==> src/rtl/aud_pkg.sv <==
// Shared types and constants for the I2S DAC player.
// Stream constants and the player's state encoding.
package aud_pkg;

  typedef enum logic [1:0] {
    S_IDLE  = 2'd0,
    S_WAIT  = 2'd1,
    S_SHIFT = 2'd2,
    S_PAD   = 2'd3
  } state_t;

  localparam int   DEF_WIDTH = 16;
  localparam int   DEF_DEPTH = 4;
  localparam logic LRC_LEFT  = 1'b0;

endpackage

==> src/rtl/sample_fifo.sv <==
// Synchronous sample FIFO; pointers wrap naturally because DEPTH is a power of two.
// ready is registered from the next occupancy so it always agrees with level.
module sample_fifo #(
  parameter int DEPTH = 4,
  parameter int WIDTH = 16
) (
  input  logic                     clk,
  input  logic                     rst,
  input  logic                     push,
  input  logic                     pop,
  input  logic [WIDTH-1:0]         wdata,
  output logic [WIDTH-1:0]         rdata,
  output logic                     empty,
  output logic                     ready,
  output logic [$clog2(DEPTH):0]   level
);

  localparam int AW = $clog2(DEPTH);
  localparam logic [AW:0]   LVL_ONE  = (AW+1)'(1);
  localparam logic [AW:0]   LVL_FULL = (AW+1)'(DEPTH);
  localparam logic [AW-1:0] PTR_ONE  = AW'(1);

  logic [WIDTH-1:0] mem [DEPTH];
  logic [AW-1:0]    wr_ptr;
  logic [AW-1:0]    rd_ptr;
  logic [AW:0]      level_next;
  logic             do_push;
  logic             do_pop;

  assign empty   = (level == '0);
  assign do_push = push && ready;
  assign do_pop  = pop && !empty;
  assign rdata   = mem[rd_ptr];

  always_comb begin
    level_next = level;
    if (do_push && !do_pop) begin
      level_next = level + LVL_ONE;
    end else if (!do_push && do_pop) begin
      level_next = level - LVL_ONE;
    end
  end

  always_ff @(posedge clk) begin
    if (rst) begin
      wr_ptr <= '0;
      rd_ptr <= '0;
      level  <= '0;
      ready  <= 1'b1;
    end else begin
      if (do_push) wr_ptr <= wr_ptr + PTR_ONE;
      if (do_pop)  rd_ptr <= rd_ptr + PTR_ONE;
      level <= level_next;
      ready <= (level_next < LVL_FULL);
    end
  end

  always_ff @(posedge clk) begin
    if (do_push) mem[wr_ptr] <= wdata;
  end

endmodule

==> src/rtl/aud_player.sv <==
// I2S transmitter toward the codec DAC; the codec masters BCLK and DACLRCK.
// Mono samples are duplicated on both channels, MSB first, one BCLK after each LRCK edge.
module aud_player
  import aud_pkg::*;
#(
  parameter int DEPTH = DEF_DEPTH,
  parameter int WIDTH = DEF_WIDTH
) (
  input  logic                   i_clk,
  input  logic                   i_rst,
  input  logic                   i_bclk,
  input  logic                   i_lrc,
  input  logic                   i_start,
  input  logic                   i_stop,
  input  logic [WIDTH-1:0]       i_data,
  input  logic                   i_valid,
  output logic                   o_ready,
  output logic                   o_dacdat,
  output logic                   o_underflow,
  output logic [$clog2(DEPTH):0] o_level,
  output state_t                 o_state
);

  localparam int CW = $clog2(WIDTH);
  localparam logic [CW-1:0] CNT_MSB = CW'(WIDTH - 1);
  localparam logic [CW-1:0] CNT_ONE = CW'(1);

  state_t state;
  state_t state_next;

  logic bclk_s1, bclk_s2, bclk_s3;
  logic lrc_s1, lrc_s2;
  logic lrc_q;
  logic bclk_rise, bclk_fall;
  logic frame_edge, frame_left;

  logic [WIDTH-1:0] cur_sample, cur_next;
  logic [CW-1:0]    bit_cnt, cnt_next;
  logic             dac_next;
  logic             uf_next;
  logic             start_word;
  logic             pop;

  logic [WIDTH-1:0] fifo_rdata;
  logic             fifo_empty;

  sample_fifo #(
    .DEPTH(DEPTH),
    .WIDTH(WIDTH)
  ) u_fifo (
    .clk   (i_clk),
    .rst   (i_rst),
    .push  (i_valid),
    .pop   (pop),
    .wdata (i_data),
    .rdata (fifo_rdata),
    .empty (fifo_empty),
    .ready (o_ready),
    .level (o_level)
  );

  assign bclk_rise  = bclk_s2 && !bclk_s3;
  assign bclk_fall  = !bclk_s2 && bclk_s3;
  // LRCK is only looked at on BCLK rises, so a frame edge lasts exactly one cycle.
  assign frame_edge = bclk_rise && (lrc_s2 != lrc_q);
  assign frame_left = frame_edge && (lrc_s2 == LRC_LEFT);
  assign o_state    = state;

  always_comb begin
    state_next = state;
    dac_next   = o_dacdat;
    cnt_next   = bit_cnt;
    cur_next   = cur_sample;
    uf_next    = 1'b0;
    pop        = 1'b0;
    start_word = 1'b0;
    if (i_stop) begin
      state_next = S_IDLE;
      dac_next   = 1'b0;
    end else begin
      case (state)
        S_IDLE: begin
          dac_next = 1'b0;
          if (i_start) state_next = S_WAIT;
        end
        S_WAIT: begin
          dac_next = 1'b0;
          if (frame_edge) start_word = 1'b1;
        end
        S_SHIFT: begin
          if (frame_edge) begin
            start_word = 1'b1;
          end else if (bclk_fall) begin
            dac_next = cur_sample[bit_cnt];
            if (bit_cnt == '0) state_next = S_PAD;
            else               cnt_next   = bit_cnt - CNT_ONE;
          end
        end
        S_PAD: begin
          if (frame_edge)     start_word = 1'b1;
          else if (bclk_fall) dac_next   = 1'b0;
        end
        default: state_next = S_IDLE;
      endcase
    end
    // Right words replay the sample fetched for the preceding left word.
    if (start_word) begin
      state_next = S_SHIFT;
      cnt_next   = CNT_MSB;
      if (frame_left) begin
        pop      = !fifo_empty;
        cur_next = fifo_empty ? '0 : fifo_rdata;
        uf_next  = fifo_empty;
      end
    end
  end

  always_ff @(posedge i_clk) begin
    if (i_rst) state <= S_IDLE;
    else       state <= state_next;
  end

  always_ff @(posedge i_clk) begin
    if (i_rst) begin
      bclk_s1     <= 1'b0;
      bclk_s2     <= 1'b0;
      bclk_s3     <= 1'b0;
      lrc_s1      <= 1'b0;
      lrc_s2      <= 1'b0;
      lrc_q       <= 1'b0;
      bit_cnt     <= '0;
      cur_sample  <= '0;
      o_dacdat    <= 1'b0;
      o_underflow <= 1'b0;
    end else begin
      bclk_s1     <= i_bclk;
      bclk_s2     <= bclk_s1;
      bclk_s3     <= bclk_s2;
      lrc_s1      <= i_lrc;
      lrc_s2      <= lrc_s1;
      if (bclk_rise) lrc_q <= lrc_s2;
      bit_cnt     <= cnt_next;
      cur_sample  <= cur_next;
      o_dacdat    <= dac_next;
      o_underflow <= uf_next;
    end
  end

endmodule

==> config.mk <==
export PLATFORM = sky130hd
export DESIGN_NAME = aud_player
export DESIGN_NICKNAME = d
export VERILOG_FILES = /design/src/rtl/aud_pkg.sv /design/src/rtl/sample_fifo.sv /design/src/rtl/aud_player.sv
export SDC_FILE = /design/constraint.sdc
export NUM_CORES = 1
export LEC_CHECK = 0
export CELL_PAD_IN_SITES_DETAIL_PLACEMENT = 2
export CELL_PAD_IN_SITES_GLOBAL_PLACEMENT = 2
export CORE_MARGIN = 5
export CORE_UTILIZATION = 45
export DETAILED_ROUTE_END_ITERATION = 10
export PLACE_DENSITY = 0.92
export SLEW_MARGIN = 20
export SYNTH_ARGS = -nofsm -noshare
export SYNTH_HDL_FRONTEND = slang
export SYNTH_SLANG_ARGS = --single-unit
==> constraint.sdc <==
create_clock -name i_clk -period 3.57 [get_ports i_clk]
set_input_delay 1.071 -clock i_clk [delete_from_list [all_inputs] [get_ports i_clk]]
set_output_delay 1.071 -clock i_clk [all_outputs]
set_load 0.03 [all_outputs]
==> summary.md <==
| Metric | Value |
|---|---|
| Fmax | 0.3623 GHz |
| Clk sink count | 104 |
| Rows | 35 |
| Setup violators final | 0 |
| Clk_lat worst skew | 0.37 ns |
| Syn Inst Count | 276 |
| Syn. warnings | 0 |
| P_leak | 1.659 nW |
| Filler instances | 841 |
| Syn avg cell area | 15.32 sq um |
| CTS root buffer | clkbuf_8 |
| Top FF cell, synth | edfxtp_1 |
| H-tree levels | 3 |
| Syn Nets | 309 |
| Input/output buffers | 30 |
| Area growth syn-to-layout | 14.32% |
| Hold/Removal Path Class | reg -> reg |
| HPWL after DPL | 6.281 mm |
| Grt total ovfl | 0 |
| Post-synth EDFFs | 64 |
| Total CTS buffers | 9 |
| First-pass GRT wire length | 15.15 mm |
| Largest net degree at the start of global routing | 25 |
| Hold Violations, Final | 0 |
| CP Cell Sequence | clkdlybuf4s50_1 > nor2_1 > o2111a_1 > nand2_1 > inv_1 > ha_1 > nand2_1 > o21ai_0 > xor2_1 > nand2b_1 |
| Initial antenna violation count | 0 |
| Clock-pin slew on the worst setup and hold paths | 0.10 ns |
| Most frequent cells after synthesis | 64 x edfxtp_1, 40 x dfxtp_1, 27 x inv_1 |
| Die width | 106.9 microns |
| Nets | 345 |
| Crit. End Element | flip-flop |
| Ant diodes | 0 |
| Library cells used by synthesis | 45 |
| Asr flop ratio synth | 0% |
| CTS max path bufs | 2 |
| Routed wire length | 9.170 mm |
| GP Congestion | 0.8155 |
| Status | complete, no violations |
| Clock skew | 0.007733 ns |
| Core area | 0.009196 sq mm |
| Power per cell area | 452.8 mW/mm^2 |
| Total negative slack | 0 ns |
| CTS tree | built |
| Placed cell area | 0.004646 sq mm |
| Unrepaired setup endpoints after global routing | no |
| First-iteration detailed-routing DRC count | 121 |
| Seq cells post-synth | 104 |
| Ports | 31 |
| Wire per inst | 21.43 microns |
| Worst path max stage delay | 0.53 ns |
| Final period utilization | 77.31% |
| Via Count | 2356 |
| MaxCap Viol Count | 0 |
| Syn Std Cell Area | 0.004228 sq mm |
| # Post-CTS Setup Buffers | 0 |
| Worst-Margin Slew | 0.8643 ns |
| CP startpoint kind | primary input |
| Kind of critical path | in -> reg |
| CTS hold repair buffers | 0 |
| Vias in the first global route | 2749 |
| Via density | 5.505 |
| CP dominant cell by count | nand2_1 |
| Share of post-route cells with drive strength above 1 | 17.35% |
| Die Ht | 106.9 microns |
| Final Instance Area | 0.004833 sq mm |
| CTS resizes | 0 |
| Worst VDD drop | 0.2364 mV |
| Yosys top cell by area | edfxtp_1 |
| Top cells by area, synth | edfxtp_1 45%, dfxtp_1 19%, mux4_2 9.6%, o2bb2ai_2 3.6%, ha_1 3.0% |
| Starting density of the core | 45.97% |
| Slowest-stage cell, CP | clkdlybuf4s50_1 |
| Yosys top cell area share | 45.46% |
| Worst path required time | 3.84 ns |
| Final min period | 2.760 ns |
| DRC | 0 |
| Crit-path max FO | 7 |
| TritonRoute pass-1 iters | 4 |
| Max_slew headroom | 42.30% |
| Final ANT Viol Nets | 0 |
| Max Slew Vio Count | 0 |
| Gr usage total | 17.43% |
| Critical path arrival | 3.03 ns |
| Seq/Total Area, Yosys | 64.40% |
| Cell with the most instances after synthesis | edfxtp_1 |
| Die Area | 0.01143 sq mm |
[stage by stage]
step                      std cells  worst slack (ns)  util, %  power (mW)  hold WS [ns]
final                           428            0.8099    52.56       2.189        0.4583
after global routing            428            0.6402    52.56       2.285        0.4794
after CTS                       428            0.8278    52.56       2.219        0.4622
after detailed placement        412            0.4700    50.52       1.503        0.4410
after global placement          412            0.5634    50.52       1.487        0.4306
after floorplan                 276             1.276        -       1.425        0.4138
[worst paths after layout]
kind / slack, ns / endpoint / startpoint / cells after the start
hold reg to reg: 0.46 / bclk_s2 / bclk_s1 / 1
setup / recovery: 0.81 / u_fifo.ready / i_stop / 10
hold / removal: 0.46 / bclk_s2 / bclk_s1 / 1
setup reg to reg: 1.43 / bit_cnt[1] / bit_cnt[1] / 6
[where the power goes]
group	internal, mW	total (mW)	switching, mW
logic	0.0624	0.143	0.0802
clock network	0.275	0.715	0.439
registers	1.32	1.33	0.0155
total	1.65	2.19	0.535
[layout by cell type, fill, tap and decap left out, drive strengths merged, types with 2 or more instances in the layout]
cell type,synthesis,layout
or3,3,3
mux2,2,2
o31ai,2,2
clkbuf,6,10
nor4,2,2
o21ai,4,4
clkdlybuf4s50,0,30
nor2b,6,6
mux4,18,18
edfxtp,64,64
mux2i,7,7
o2bb2ai,16,16
o2111ai,2,2
inv,27,32
nand2,10,10
nor3,2,2
dfxtp,40,40
nor3b,2,2
ha,10,10
buf,6,7
a211oi,2,2
and3,4,4
xnor2,4,4
xor2,2,2
and2b,2,2
nand2b,3,3
nor2,8,8
a21oi,11,11
[layer usage]
metal	part of all wire (%)	vias up	GRT usage (%)	wire, microns
met2	53	38	30.98	4899
met3	2.8	10	3.612	260
met4	1.1	0	4.932	101
met5	0	-	0	0
li1	-	1102	-	-
met1	43	1206	21.49	3908
[final cells by class]
class                   instances  area (sq um)  area share, %
clock inverters                 6         60.06          1.243
inverters                      27         101.3          2.097
well taps                     111         138.9          2.873
clock buffers                  10         127.6          2.640
multi-input cells             133          1330          27.52
flip-flops and latches        104          2723          56.33
repair buffers                 37         352.8          7.300
[critical path, delay by kind of cell]
family / cells / cell delay, ns
AO/OA/AOI/OAI: 2 / 0.50
XOR/XNOR: 1 / 0.18
adder cells (fa/ha/maj): 1 / 0.21
buffers and inverters: 2 / 0.64
AND/OR/NAND/NOR: 4 / 0.42
[kinds of logic (layout without fill, tap and decap cells)]
logic type | Yosys count | in the layout | synth area share [%]
mux | 27 | 27 | 11.78
simple gates | 46 | 46 | 6.215
flops | 104 | 104 | 64.40
xor+xnor | 6 | 6 | 1.421
buf+inv | 39 | 80 | 4.143
fa+ha+maj | 10 | 10 | 2.959
compound gates | 44 | 44 | 9.086
[state kept, by name, summed over array words and instances (netlist names), 2 cells and up, named ones only]
name           cells
cur_sample        16
u_fifo.level       2
u_fifo.rd_ptr      2
u_fifo.mem        64
o_state            2
bit_cnt            4
u_fifo.wr_ptr      2
Note: power is estimated with default switching activity, not from simulation.
